`src/rtl/uart_regs_pkg.sv`:
```
// Shared definitions for the UART register file.
//   reg_idx_e    : register word index, i.e. byte address bits [7:2]
//   CTRL_*       : bit positions in CTRL
//   ST_*         : bit positions in STATUS
//   INT_*        : bit positions in INT_EN / INT_STAT (UART_REG_INT_EN builds)
//   reset values : CTRL_RESET, INT_EN_RESET
package uart_regs_pkg;

    typedef enum logic [5:0] {
        IDX_CTRL     = 6'h00,  // 0x00
        IDX_BAUD     = 6'h01,  // 0x04
        IDX_TX_DATA  = 6'h02,  // 0x08
        IDX_RX_DATA  = 6'h03,  // 0x0C
        IDX_STATUS   = 6'h04,  // 0x10
        IDX_INT_EN   = 6'h05,  // 0x14
        IDX_INT_STAT = 6'h06   // 0x18
    } reg_idx_e;

    localparam int unsigned CTRL_W          = 5;
    localparam int unsigned CTRL_TX_EN      = 0;
    localparam int unsigned CTRL_RX_EN      = 1;
    localparam int unsigned CTRL_PARITY_EN  = 2;
    localparam int unsigned CTRL_PARITY_ODD = 3;
    localparam int unsigned CTRL_STOP2      = 4;

    localparam int unsigned ST_TX_FULL   = 0;
    localparam int unsigned ST_TX_EMPTY  = 1;
    localparam int unsigned ST_RX_FULL   = 2;
    localparam int unsigned ST_RX_EMPTY  = 3;
    localparam int unsigned ST_TX_OVF    = 4;
    localparam int unsigned ST_RX_OVF    = 5;
    localparam int unsigned ST_FRAME_ERR = 6;

    localparam int unsigned INT_TX_EMPTY    = 0;
    localparam int unsigned INT_RX_NOTEMPTY = 1;
    localparam int unsigned INT_OVF_ANY     = 2;
    localparam int unsigned INT_FRAME_ERR   = 3;

    localparam logic [CTRL_W-1:0] CTRL_RESET   = '0;
    localparam logic [3:0]        INT_EN_RESET = '0;

endpackage

```
`src/rtl/uart_sync_fifo.sv`:
```
// Single-clock FIFO with first-word-fall-through head.
//   PCLK, PRESETn : clock, asynchronous active-low reset
//   push, push_data : write one entry (accepted when not full, or full with pop)
//   pop           : remove head entry (ignored when empty)
//   head          : current head entry; 0 when empty
//   full, empty   : occupancy flags
//   count         : number of stored entries (0..DEPTH)
module uart_sync_fifo #(
    parameter int unsigned WIDTH = 8,
    parameter int unsigned DEPTH = 8
) (
    input  logic                       PCLK,
    input  logic                       PRESETn,
    input  logic                       push,
    input  logic [WIDTH-1:0]           push_data,
    input  logic                       pop,
    output logic [WIDTH-1:0]           head,
    output logic                       full,
    output logic                       empty,
    output logic [$clog2(DEPTH):0]     count
);

    localparam int unsigned AW = $clog2(DEPTH);

    logic [WIDTH-1:0] mem [DEPTH];
    logic [AW:0]      wr_ptr;
    logic [AW:0]      rd_ptr;
    logic             push_ok;
    logic             pop_ok;

    // Extra pointer MSB distinguishes full from empty when the indices match.
    assign empty   = (wr_ptr == rd_ptr);
    assign full    = (wr_ptr[AW] != rd_ptr[AW]) && (wr_ptr[AW-1:0] == rd_ptr[AW-1:0]);
    assign count   = wr_ptr - rd_ptr;
    assign pop_ok  = pop && !empty;
    // A full FIFO still takes a push when the head leaves in the same cycle.
    assign push_ok = push && (!full || pop_ok);
    assign head    = empty ? '0 : mem[rd_ptr[AW-1:0]];

    always_ff @(posedge PCLK or negedge PRESETn) begin
        if (!PRESETn) begin
            wr_ptr <= '0;
            rd_ptr <= '0;
        end else begin
            if (push_ok) wr_ptr <= wr_ptr + 1'b1;
            if (pop_ok)  rd_ptr <= rd_ptr + 1'b1;
        end
    end

    always_ff @(posedge PCLK) begin
        if (push_ok) mem[wr_ptr[AW-1:0]] <= push_data;
    end

endmodule

```
`src/rtl/uart_apb_regfile.sv`:
```
// UART register file behind the APB bridge reg_* strobe interface.
//   PCLK, PRESETn          : clock, asynchronous active-low reset
//   reg_wr_en/addr/data    : one-cycle register write strobe
//   reg_rd_en/addr, reg_rd_data : read strobe (side effects), combinational read data
//   tx_valid/tx_data/tx_ready   : byte stream to the TX core (TX FIFO head)
//   rx_valid/rx_data/rx_frame_err : bytes and error pulses from the RX core
//   ctrl_*, baud_div       : configuration outputs
//   irq                    : registered interrupt, present only with UART_REG_INT_EN
// Optional feature macro: UART_REG_INT_EN (INT_EN at 0x14, INT_STAT at 0x18, irq port).
module uart_apb_regfile
    import uart_regs_pkg::*;
#(
    parameter int unsigned FIFO_DEPTH       = 8,
    parameter logic [15:0] DEFAULT_BAUD_DIV = 16'd27
) (
    input  logic        PCLK,
    input  logic        PRESETn,
    input  logic        reg_wr_en,
    input  logic [31:0] reg_wr_addr,
    input  logic [31:0] reg_wr_data,
    input  logic        reg_rd_en,
    input  logic [31:0] reg_rd_addr,
    output logic [31:0] reg_rd_data,
    output logic        tx_valid,
    output logic [7:0]  tx_data,
    input  logic        tx_ready,
    input  logic        rx_valid,
    input  logic [7:0]  rx_data,
    input  logic        rx_frame_err,
    output logic        ctrl_tx_en,
    output logic        ctrl_rx_en,
    output logic        ctrl_parity_en,
    output logic        ctrl_parity_odd,
    output logic        ctrl_stop2,
    output logic [15:0] baud_div
`ifdef UART_REG_INT_EN
    ,
    output logic        irq
`endif
);

    localparam int unsigned CW = $clog2(FIFO_DEPTH) + 1;

    logic [CTRL_W-1:0] ctrl_q;
    logic [15:0]       baud_q;
    logic              tx_ovf_q, rx_ovf_q, frame_err_q;

    logic [5:0] wr_idx, rd_idx;
    logic       wr_ctrl, wr_baud, wr_tx, wr_status, rd_rx;

    logic          tx_push, tx_pop, tx_full, tx_empty;
    logic [CW-1:0] tx_count;
    logic          rx_push, rx_full, rx_empty;
    logic [7:0]    rx_head;
    logic [CW-1:0] rx_count;
    logic [2:0]    w1c_clr;
    logic [31:0]   status_word;

    assign wr_idx = reg_wr_addr[7:2];
    assign rd_idx = reg_rd_addr[7:2];

    always_comb begin
        wr_ctrl   = 1'b0;
        wr_baud   = 1'b0;
        wr_tx     = 1'b0;
        wr_status = 1'b0;
        if (reg_wr_en) begin
            case (wr_idx)
                IDX_CTRL:    wr_ctrl   = 1'b1;
                IDX_BAUD:    wr_baud   = 1'b1;
                IDX_TX_DATA: wr_tx     = 1'b1;
                IDX_STATUS:  wr_status = 1'b1;
                default:     ;
            endcase
        end
    end

    assign rd_rx   = reg_rd_en && (rd_idx == IDX_RX_DATA);
    assign tx_push = wr_tx;
    assign tx_pop  = tx_valid && tx_ready;
    assign rx_push = rx_valid && ctrl_rx_en;

    uart_sync_fifo #(.WIDTH(8), .DEPTH(FIFO_DEPTH)) u_tx_fifo (
        .PCLK      (PCLK),
        .PRESETn   (PRESETn),
        .push      (tx_push),
        .push_data (reg_wr_data[7:0]),
        .pop       (tx_pop),
        .head      (tx_data),
        .full      (tx_full),
        .empty     (tx_empty),
        .count     (tx_count)
    );

    uart_sync_fifo #(.WIDTH(8), .DEPTH(FIFO_DEPTH)) u_rx_fifo (
        .PCLK      (PCLK),
        .PRESETn   (PRESETn),
        .push      (rx_push),
        .push_data (rx_data),
        .pop       (rd_rx),
        .head      (rx_head),
        .full      (rx_full),
        .empty     (rx_empty),
        .count     (rx_count)
    );

    assign tx_valid = !tx_empty;
    assign w1c_clr  = wr_status ? reg_wr_data[6:4] : '0;

    // Sticky bits: a set in the same cycle as its W1C clear wins.
    always_ff @(posedge PCLK or negedge PRESETn) begin
        if (!PRESETn) begin
            ctrl_q      <= CTRL_RESET;
            baud_q      <= DEFAULT_BAUD_DIV;
            tx_ovf_q    <= 1'b0;
            rx_ovf_q    <= 1'b0;
            frame_err_q <= 1'b0;
        end else begin
            if (wr_ctrl) ctrl_q <= reg_wr_data[CTRL_W-1:0];
            if (wr_baud) baud_q <= reg_wr_data[15:0];
            tx_ovf_q    <= (tx_ovf_q    && !w1c_clr[0]) || (tx_push && tx_full && !tx_pop);
            rx_ovf_q    <= (rx_ovf_q    && !w1c_clr[1]) || (rx_push && rx_full && !rd_rx);
            frame_err_q <= (frame_err_q && !w1c_clr[2]) || rx_frame_err;
        end
    end

    assign ctrl_tx_en      = ctrl_q[CTRL_TX_EN];
    assign ctrl_rx_en      = ctrl_q[CTRL_RX_EN];
    assign ctrl_parity_en  = ctrl_q[CTRL_PARITY_EN];
    assign ctrl_parity_odd = ctrl_q[CTRL_PARITY_ODD];
    assign ctrl_stop2      = ctrl_q[CTRL_STOP2];
    assign baud_div        = baud_q;

    always_comb begin
        status_word               = '0;
        status_word[ST_TX_FULL]   = tx_full;
        status_word[ST_TX_EMPTY]  = tx_empty;
        status_word[ST_RX_FULL]   = rx_full;
        status_word[ST_RX_EMPTY]  = rx_empty;
        status_word[ST_TX_OVF]    = tx_ovf_q;
        status_word[ST_RX_OVF]    = rx_ovf_q;
        status_word[ST_FRAME_ERR] = frame_err_q;
        status_word[15:8]         = 8'(rx_count);
    end

`ifdef UART_REG_INT_EN
    logic [3:0] int_en_q;
    logic [3:0] int_stat;
    logic       irq_q;

    always_comb begin
        int_stat                  = '0;
        int_stat[INT_TX_EMPTY]    = tx_empty;
        int_stat[INT_RX_NOTEMPTY] = !rx_empty;
        int_stat[INT_OVF_ANY]     = tx_ovf_q || rx_ovf_q;
        int_stat[INT_FRAME_ERR]   = frame_err_q;
        int_stat                  = int_stat & int_en_q;
    end

    always_ff @(posedge PCLK or negedge PRESETn) begin
        if (!PRESETn) begin
            int_en_q <= INT_EN_RESET;
            irq_q    <= 1'b0;
        end else begin
            if (reg_wr_en && (wr_idx == IDX_INT_EN)) int_en_q <= reg_wr_data[3:0];
            irq_q <= |int_stat;
        end
    end

    assign irq = irq_q;
`endif

    always_comb begin
        reg_rd_data = '0;
        case (rd_idx)
            IDX_CTRL:     reg_rd_data[CTRL_W-1:0] = ctrl_q;
            IDX_BAUD:     reg_rd_data[15:0]       = baud_q;
            IDX_RX_DATA:  reg_rd_data[7:0]        = rx_head;
            IDX_STATUS:   reg_rd_data             = status_word;
`ifdef UART_REG_INT_EN
            IDX_INT_EN:   reg_rd_data[3:0]        = int_en_q;
            IDX_INT_STAT: reg_rd_data[3:0]        = int_stat;
`endif
            default:      reg_rd_data             = '0;
        endcase
    end

    logic unused_bits;
    assign unused_bits = &{1'b0, reg_wr_addr[31:8], reg_wr_addr[1:0], reg_rd_addr[31:8],
                           reg_rd_addr[1:0], reg_wr_data[31:16], tx_count};

endmodule
```
`config.mk`:
```
export PLATFORM = sky130hd
export DESIGN_NAME = uart_apb_regfile
export DESIGN_NICKNAME = d
export VERILOG_FILES = /design/src/rtl/uart_regs_pkg.sv /design/src/rtl/uart_sync_fifo.sv /design/src/rtl/uart_apb_regfile.sv
export SDC_FILE = /design/constraint.sdc
export NUM_CORES = 1
export LEC_CHECK = 0
export ABC_CLOCK_PERIOD_IN_PS = 3100
export BUFFER_PORTS_ARGS = -buffer_cell sky130_fd_sc_hd__buf_4
export CAP_MARGIN = 20
export CORE_MARGIN = 2
export CORE_UTILIZATION = 44
export DETAILED_ROUTE_END_ITERATION = 7
export GPL_ROUTABILITY_DRIVEN = 0
export HOLD_SLACK_MARGIN = 0.15
export PLACE_DENSITY = 0.76
export SLEW_MARGIN = 20
export SYNTH_ARGS = -nofsm -noshare
export SYNTH_HDL_FRONTEND = slang
export SYNTH_HIERARCHICAL = 1
export SYNTH_SLANG_ARGS = --single-unit
```
`constraint.sdc`:
```
create_clock -name PCLK -period 3.1 [get_ports PCLK]
set_input_delay 0.775 -clock PCLK [delete_from_list [all_inputs] [get_ports PCLK]]
set_output_delay 0.775 -clock PCLK [all_outputs]
set_load 0.1 [all_outputs]
```
==> results of run 1 <==
[worst max-delay path: stages (launching register included)]
cell	delay [ps]
dfrtp_2	490
buf_12	170
buf_6	110
mux2i_1	110
a22oi_1	200
nand2_2	100
a221oi_4	230
mux2i_1	160
o22ai_4	200
buf_12	210
[path summary, 6_finish.rpt]
check,from,slack (ps),endpoint
setup reg to reg,u_tx_fifo/wr_ptr[0],700,u_tx_fifo/mem[4][3]
max in group asynchronous,PRESETn,2390,u_tx_fifo/rd_ptr[0]
min in group PCLK,frame_err_q,490,frame_err_q
hold reg to reg,frame_err_q,490,frame_err_q
hold / removal,PRESETn,320,baud_div[14]
setup / recovery,u_rx_fifo/rd_ptr[0],-90,reg_rd_data[3]
[layout by cell type, fill, tap and decap left out, types with 3 or more instances in the layout]
cell,n
xnor2_1,12
edfxtp_1,128
a22o_1,3
a22oi_1,15
inv_1,11
buf_6,7
clkbuf_16,19
conb_1,16
mux2_2,12
nor3_1,10
nor2b_1,4
mux2i_1,73
buf_4,125
mux2_4,12
nand3_1,9
nor2_1,17
a32o_2,4
clkinv_4,5
buf_12,10
nand4_1,7
o22ai_4,5
dfrtp_2,4
nand2_1,25
dfstp_2,4
a221oi_4,14
and2_2,5
ha_4,3
dfrtp_1,32
ha_1,7
inv_2,3
o2bb2ai_1,3
[state kept, by name, summed over array words and instances, names as in the netlist, 4 cells and up]
signal / cells
u_rx_fifo/wr_ptr: 4
baud_div: 16
u_rx_fifo/mem: 64
u_rx_fifo/rd_ptr: 4
u_tx_fifo/mem: 64
ctrl_q: 5
u_tx_fifo/rd_ptr: 4
u_tx_fifo/wr_ptr: 4
[metal layers]
layer  up-vias  GRT usage  share of wire
met3        51     0.0450          0.057
met2       187      0.342           0.51
met1      2425      0.249           0.40
met4         0     0.0906          0.036
li1       2153          -              -
met5         -          0              0
[stage by stage]
step / cells / power, mW / utilization
final: 872 / 8.50 / 0.594
after CTS: 867 / 8.33 / 0.585
after floorplan: 511 / 5.33 / -
after global routing: 872 / 8.81 / 0.594
after global placement: 824 / 6.03 / 0.529
after detailed placement: 824 / 6.09 / 0.529
[power by group through the flow]
stage	clock, mW	sequential (mW)	combinational, mW
final	1.96	2.68	3.85
after global routing	2.10	2.70	4.02
after CTS	1.99	2.68	3.67
after detailed placement	0	2.70	3.39
after global placement	0	2.70	3.33
after floorplan	0	2.96	2.37
[layout make-up]
cell class | instances | area (µm²)
Multi-Input combinational cell | 294 | 2850
Inverter | 14 | 52.6
Tap cell | 220 | 275
Timing Repair Buffer | 145 | 1300
Fill cell | 1192 | 6760
Clock buffer | 18 | 429
Sequential cell | 168 | 4850
Clock inverter | 13 | 123
[timing repair]
action                                  4_1_cts  5_1_grt
resized for setup                            48       20
setup buffers                                10        4
endpoints found under the setup margin        9       16
cloned                                        2        1
pin swaps                                     8       12
==> flow_metrics.py, run 1 <==
metrics = {
    "outcome": {
        "status": "finished, violations left",
        "violations": "negative setup slack",
    },
    "detailed_routing": {
        "dr.pass1.iters": 5,
        "vias_per_cell": 5.52,
        "drt_wl_total_um": 18000,
        "antenna_left": 0,
        "routedWlPerCell_um": 20.6,
        "drc": 0,
        "drt_iter0_markers": 327,
        "num_vias": 4816,
    },
    "power": {
        "peakVddDrop_uv": 1270,
        "power_density_mw_per_mm2": 860,
        "power.switching_mw": 3.49,
        "p_comb_frac": 0.453,
        "clkPwrFrac": 0.231,
        "power_frac_seq": 0.316,
        "p_leak_nw": 3.86,
        "cellInternalPower_mw": 5.00,
        "swShare": 0.411,
    },
    "layout": {
        "n_antenna_cell": 0,
        "drive_above_1_share": 0.403,
        "nNetsFinal": 762,
        "design_area_mm2": 0.00988,
        "area_delta_synth_final_pct": 31.9,
    },
    "flow_run": {
        "maxCapViolations": 0,
    },
    "timing": {
        "clock-skew-final_ps": 5.88,
        "tightest_slew_ps": 666,
        "rsz0062_at_grt": "true",
        "whs_ps": 318,
        "min_period_ps": 3190,
        "slew_headroom": 0.555,
        "setup_ws_ps": -85.8,
        "tns_ps": -389,
        "report.final.slew_viol_count": 0,
        "hold_viol": 0,
        "setup_viol": 7,
        "max_freq_mhz": 314,
        "fin_crit_sh": 1.03,
    },
    "clocking": {
        "cts_buffers": 17,
        "h-tree-depth": 4,
        "root_buffer": "clkbuf_16",
        "cts_tree": "done",
        "cts_buffer_depth": 2,
        "cts_sinks": 168,
        "path_clk_slew_ps": 70,
        "postCtsHoldBufs": 0,
        "clk_latency_ps": 420,
    },
    "global_route": {
        "grt_first_pass_wirelength_um": 27100,
        "track_usage": 0.202,
        "grt_pass1_vias": 4908,
        "grt_max_degree": 41,
        "grt-ovfl-total": 0,
        "antenna_found_initial": 0,
    },
    "placement": {
        "place_area_mm2": 0.00881,
        "dp_hpwl_um": 11500,
        "io_buffers": 88,
        "dp_slack_ps": -31.2,
    },
    "logic_synthesis": {
        "yosysWarnings": 6,
        "synth_area_mm2": 0.00749,
        "synthCells": 496,
        "syn_area_per_cell_um2": 15.1,
    },
    "setup_path": {
        "crit_arrival_ps": 2410,
        "critPathLaunchType": "flop",
        "cp_data_required_time_ps": 2320,
        "worst-r2r-cell-count": 9,
        "path_class": "reg -> out",
        "crit_fanout": 5,
        "endpoint_kind": "output pin",
    },
    "die": {
        "die-area_mm2": 0.0181,
        "core_area_mm2": 0.0166,
        "fp.dieW_um": 135,
        "ios": 173,
        "die_height_um": 135,
        "rows": 47,
        "start_util": 0.450,
    },
    "min_path": {
        "hold_class": "in -> async",
    },
}
Note: power is estimated with default switching activity, not from simulation.
==> run 2: changes to the inputs <==
--- a/config.mk
+++ b/config.mk
@@ -8,6 +8,7 @@
 export ABC_CLOCK_PERIOD_IN_PS = 3100
 export BUFFER_PORTS_ARGS = -buffer_cell sky130_fd_sc_hd__buf_4
 export CAP_MARGIN = 20
+export CORE_ASPECT_RATIO = 1.1
 export CORE_MARGIN = 2
 export CORE_UTILIZATION = 44
 export DETAILED_ROUTE_END_ITERATION = 7
==> flow_metrics.py, run 2 (synthesis gave the netlist of run 1 again) <==
metrics = {
    "setup_path": {
        "critPathLaunchType": "flop",
        "cp_data_required_time_ps": 2320,
        "endpoint_kind": "output pin",
        "crit_fanout": 4,
        "path_class": "reg -> out",
        "crit_arrival_ps": 2300,
    },
    "die": {
        "die_height_um": 141,
        "ios": 173,
        "fp.dieW_um": 128,
        "die-area_mm2": 0.0181,
        "rows": 50,
        "start_util": 0.445,
        "core_area_mm2": 0.0168,
    },
    "power": {
        "power_density_mw_per_mm2": 878,
        "cellInternalPower_mw": 5.29,
        "swShare": 0.391,
        "p_leak_nw": 3.85,
        "p_comb_frac": 0.432,
        "power.switching_mw": 3.40,
        "total_power_mw": 8.69,
        "peakVddDrop_uv": 615,
        "power_frac_seq": 0.307,
        "clkPwrFrac": 0.261,
    },
    "layout": {
        "stdcell_count": 855,
        "layout_commonest_cell": "edfxtp_1",
        "n_antenna_cell": 0,
        "area_delta_synth_final_pct": 32.0,
        "fillers": 1262,
        "nNetsFinal": 756,
        "final_cell_mix": "edfxtp_1, buf_4, mux2i_1",
        "drive_above_1_share": 0.419,
    },
    "timing": {
        "rsz0062_at_grt": "true",
        "hold_viol": 0,
        "min_period_ps": 3080,
        "clock-skew-final_ps": 6.66,
        "max_freq_mhz": 325,
        "slew_headroom": 0.365,
        "setup_viol": 0,
        "fin_crit_sh": 0.993,
        "whs_ps": 340,
        "report.final.slew_viol_count": 0,
        "tightest_slew_ps": 949,
        "setup_ws_ps": 22.3,
    },
    "clocking": {
        "postCtsHoldBufs": 0,
        "cts_buffers": 17,
        "root_buffer": "clkbuf_16",
        "cts_sinks": 168,
        "path_clk_slew_ps": 60,
        "clk_latency_ps": 420,
        "h-tree-depth": 4,
        "cts_tree": "done",
        "cts_buffer_depth": 2,
    },
    "detailed_routing": {
        "drt_wl_total_um": 17100,
        "dr.pass1.iters": 4,
        "routedWlPerCell_um": 20.0,
        "antenna_left": 0,
        "drc": 0,
        "drt_iter0_markers": 340,
        "num_vias": 4591,
        "vias_per_cell": 5.37,
    },
    "global_route": {
        "grt_pass1_vias": 4922,
        "antenna_found_initial": 0,
        "grt-ovfl-total": 0,
        "track_usage": 0.197,
        "grt_max_degree": 41,
        "grt_first_pass_wirelength_um": 26700,
    },
    "placement": {
        "dp_slack_ps": -85.3,
        "dp_hpwl_um": 11800,
        "io_buffers": 88,
        "dp_cells": 813,
    },
    "min_path": {
        "hold_class": "in -> async",
    },
    "outcome": {
        "status": "finished clean",
    },
    "flow_run": {
        "maxCapViolations": 0,
    },
}
==> run 2: path summary, 6_finish.rpt <==
| kind | startpoint | to | slack (ps) | depth (start not counted) |
|---|---|---|---|---|
| worst min register to register | frame_err_q | frame_err_q | 490 | 1 |
| worst max register to register | u_tx_fifo/wr_ptr[0] | u_tx_fifo/mem[7][6] | 290 | 9 |
| worst max-delay path | u_rx_fifo/rd_ptr[0] | reg_rd_data[3] | 20 | 9 |
| worst min-delay path | PRESETn | rx_ovf_q | 340 | 1 |
| min in group PCLK | frame_err_q | frame_err_q | 490 | 1 |
| max in group asynchronous | PRESETn | u_tx_fifo/rd_ptr[0] | 2350 | 1 |
==> run 2: routing by layer <==
metal,vias to the layer above,track usage,wire (µm)
li1,2135,-,-
met1,2333,0.224,6760
met2,99,0.359,9440
met3,24,0.0361,463
met4,0,0.0862,406
met5,-,0,0
==> run 2: stage by stage <==
stage / TNS, ps / instance area, µm² / utilization
floorplan: -394 / 7780 / -
global placement: -337 / 8790 / 0.522
detailed placement: -367 / 8800 / 0.523
CTS: -86.0 / 9740 / 0.579
global route: -140 / 9890 / 0.588
finish: 0 / 9890 / 0.588
==> run 2: worst max-delay path, stage by stage, from the launching register on <==
cell       delay (ps)
dfrtp_2           440
ha_4              290
nand4_1           160
buf_4             200
clkbuf_16         140
buf_6             110
inv_2              40
mux2i_2            70
o22ai_4           220
buf_12            210
==> run 2: area by class of cell <==
| cell class | instances | area (µm²) | area share |
|---|---|---|---|
| Timing Repair Buffer | 139 | 1230 | 0.124 |
| Multi-Input combinational cell | 294 | 2860 | 0.289 |
| Clock inverter | 9 | 160 | 0.0162 |
| Tap cell | 208 | 260 | 0.0263 |
| Clock buffer | 23 | 478 | 0.0483 |
| Sequential cell | 168 | 4850 | 0.491 |
| Inverter | 14 | 52.6 | 0.00531 |
==> run 2: power groups by stage <==
stage,logic [mW],registers [mW],clock network (mW)
after detailed placement,3.33,2.70,0
after CTS,3.59,2.67,2.30
final,3.75,2.67,2.26
after global placement,3.27,2.69,0
after global routing,3.94,2.68,2.39
after floorplan,2.37,2.96,0
==> run 2: timing repair <==
item                       4_1_cts  5_1_grt
cloned                           1        0
resized for setup               51       31
hold endpoints to repair         0        0
buffers inserted                 6        3
setup endpoints to repair       12       20
pin swaps                        6       12
==> run 3: changes to the inputs <==
--- a/config.mk
+++ b/config.mk
@@ -5,7 +5,7 @@
 export SDC_FILE = /design/constraint.sdc
 export NUM_CORES = 1
 export LEC_CHECK = 0
-export ABC_CLOCK_PERIOD_IN_PS = 3100
+export ABC_CLOCK_PERIOD_IN_PS = 3900
 export BUFFER_PORTS_ARGS = -buffer_cell sky130_fd_sc_hd__buf_4
 export CAP_MARGIN = 20
 export CORE_ASPECT_RATIO = 1.1
@@ -15,7 +15,7 @@
 export GPL_ROUTABILITY_DRIVEN = 0
 export HOLD_SLACK_MARGIN = 0.15
 export PLACE_DENSITY = 0.76
-export SLEW_MARGIN = 20
+export SLEW_MARGIN = 5
 export SYNTH_ARGS = -nofsm -noshare
 export SYNTH_HDL_FRONTEND = slang
 export SYNTH_HIERARCHICAL = 1
==> constraint.sdc (replaced) <==
create_clock -name PCLK -period 3.9 [get_ports PCLK]
set_input_delay 0.975 -clock PCLK [delete_from_list [all_inputs] [get_ports PCLK]]
set_output_delay 0.975 -clock PCLK [all_outputs]
set_load 0.1 [all_outputs]
==> flow_metrics.py, run 3 (synthesis gave the netlist of run 1 again) <==
metrics = {
    "outcome": {
        "status": "finished clean",
    },
    "global_route": {
        "antenna_found_initial": 0,
        "grt_max_degree": 41,
        "grt_first_pass_wirelength_um": 24500,
        "grt_pass1_vias": 4573,
        "grt-ovfl-total": 0,
        "track_usage": 0.178,
    },
    "layout": {
        "nNetsFinal": 723,
        "area_delta_synth_final_pct": 20.3,
        "multiInputGateArea_mm2": 0.00246,
        "layout_commonest_cell": "edfxtp_1",
        "final_cell_mix": "edfxtp_1, buf_4, mux2i_1",
        "drive_above_1_share": 0.302,
        "regArea_mm2": 0.00485,
        "fillers": 1375,
        "stdcell_count": 821,
        "n_antenna_cell": 0,
    },
    "setup_path": {
        "crit_arrival_ps": 2720,
        "rrSetupSlack_ps": 1000,
        "worstReg2RegStart": "u_tx_fifo/wr_ptr[0]",
        "critPathTopFamily": "buffers and inverters",
        "cp_data_required_time_ps": 2920,
        "crit_end": "reg_rd_data[3]",
        "path_class": "reg -> out",
        "worst-path-buf-inv": 2,
        "worst-r2r-cell-count": 8,
        "crit_fanout": 35,
        "rr_endpoint": "u_tx_fifo/mem[3][3]",
        "critPathLaunchType": "flop",
        "cp_slowest_cell": "buf_4",
        "crit_start": "u_rx_fifo/rd_ptr[0]",
        "endpoint_kind": "output pin",
        "slowest_delay_ps": 480,
        "worstPathCellList": "buf_4 -> mux2i_1 -> a22oi_1 -> nand2_1 -> a221oi_1 -> mux2i_1 -> o22ai_1 -> buf_4",
        "worst-path-stages": 8,
    },
    "detailed_routing": {
        "drt_wl_total_um": 15500,
        "wl_met2_um": 8450,
        "dr_wl_met3_um": 661,
        "dr.pass1.iters": 5,
        "drt_iter0_markers": 240,
        "wl_met1_um": 6170,
        "antenna_left": 0,
        "highest_layer": "met4",
        "routedWlPerCell_um": 18.9,
        "drc": 0,
        "vias_per_cell": 5.37,
        "num_vias": 4411,
    },
    "clocking": {
        "cts_tree": "done",
        "path_clk_slew_ps": 60,
        "cts_buffer_depth": 2,
        "postCtsHoldBufs": 0,
        "cts_buffers": 17,
        "cts_sinks": 168,
        "clk_latency_ps": 420,
        "h-tree-depth": 4,
        "root_buffer": "clkbuf_16",
    },
    "power": {
        "p_leak_nw": 3.57,
        "peakVddDrop_uv": 396,
        "power_density_mw_per_mm2": 689,
        "total_power_mw": 6.21,
    },
    "timing": {
        "hold_viol": 0,
        "tightest_slew_ps": 976,
        "min_period_ps": 3690,
        "setup_viol": 0,
        "fin_crit_sh": 0.946,
        "report.final.slew_viol_count": 0,
        "slew_headroom": 0.347,
        "max_freq_mhz": 271,
        "setup_ws_ps": 210,
        "clock-skew-final_ps": 7.88,
        "rsz0062_at_grt": "false",
        "tns_ps": 0,
    },
    "die": {
        "rows": 50,
        "ios": 173,
        "die-area_mm2": 0.0181,
        "die_height_um": 141,
        "core_area_mm2": 0.0168,
        "start_util": 0.445,
        "fp.dieW_um": 128,
    },
    "placement": {
        "io_buffers": 88,
        "dp_slack_ps": 217,
        "dp_cells": 788,
        "dp_hpwl_um": 11200,
    },
    "min_path": {
        "hold_class": "reg -> reg",
        "hold_path_startpoint": "frame_err_q",
    },
    "flow_run": {
        "maxCapViolations": 0,
    },
}
## run 3: cell types whose count changed in the layout (fill, tap and decap cells not counted), sizes merged
| cell | previous run | this run |
|---|---|---|
| buf | 138 | 106 |
| clkbuf | 24 | 17 |
| clkinv | 3 | 6 |
| inv | 16 | 18 |
| clkinvlp | 0 | 1 |
| bufinv | 4 | 3 |
## run 3: layer usage
layer / up-vias / global-route usage
li1: 2072 / -
met1: 2192 / 0.207
met2: 128 / 0.320
met3: 19 / 0.0323
met4: 0 / 0.0735
met5: - / 0
## run 3: stage by stage
stage	hold slack, ps	util	cell area [µm²]
2_1_floorplan	449	-	7600
3_3_place_gp	462	0.499	8400
3_5_place_dp	471	0.499	8400
4_1_cts	487	0.535	9000
5_1_grt	498	0.536	9010
6_report	483	0.536	9010
## run 3: cell type report
cell class                      instances  area share
Clock inverter                         14      0.0190
Inverter                               14     0.00583
Timing Repair Buffer                  106      0.0883
Sequential cell                       168       0.538
Clock buffer                           17      0.0472
Tap cell                              208      0.0289
Multi-Input combinational cell        294       0.273
## run 3: worst min path at each step
stage,cells after the start,to,slack [ps]
2_1_floorplan,1,frame_err_q,450
3_3_place_gp,1,frame_err_q,460
3_5_place_dp,1,frame_err_q,470
4_1_cts,1,frame_err_q,490
5_1_grt,1,frame_err_q,500
6_report,1,frame_err_q,480
## run 3: where the power goes
part           switching [mW]  total [mW]  leakage (nW)  internal (mW)
combinational            1.69        2.39          1.62          0.695
sequential              0.105        2.13          1.66           2.03
clock                   0.680        1.69         0.290           1.01
## run 3: timing repair
action | in CTS | in global routing
setup buffers | 0 | 2
endpoints found under the setup margin | 0 | 2
resized for setup | 0 | 0
endpoints found under the hold margin | 0 | 0
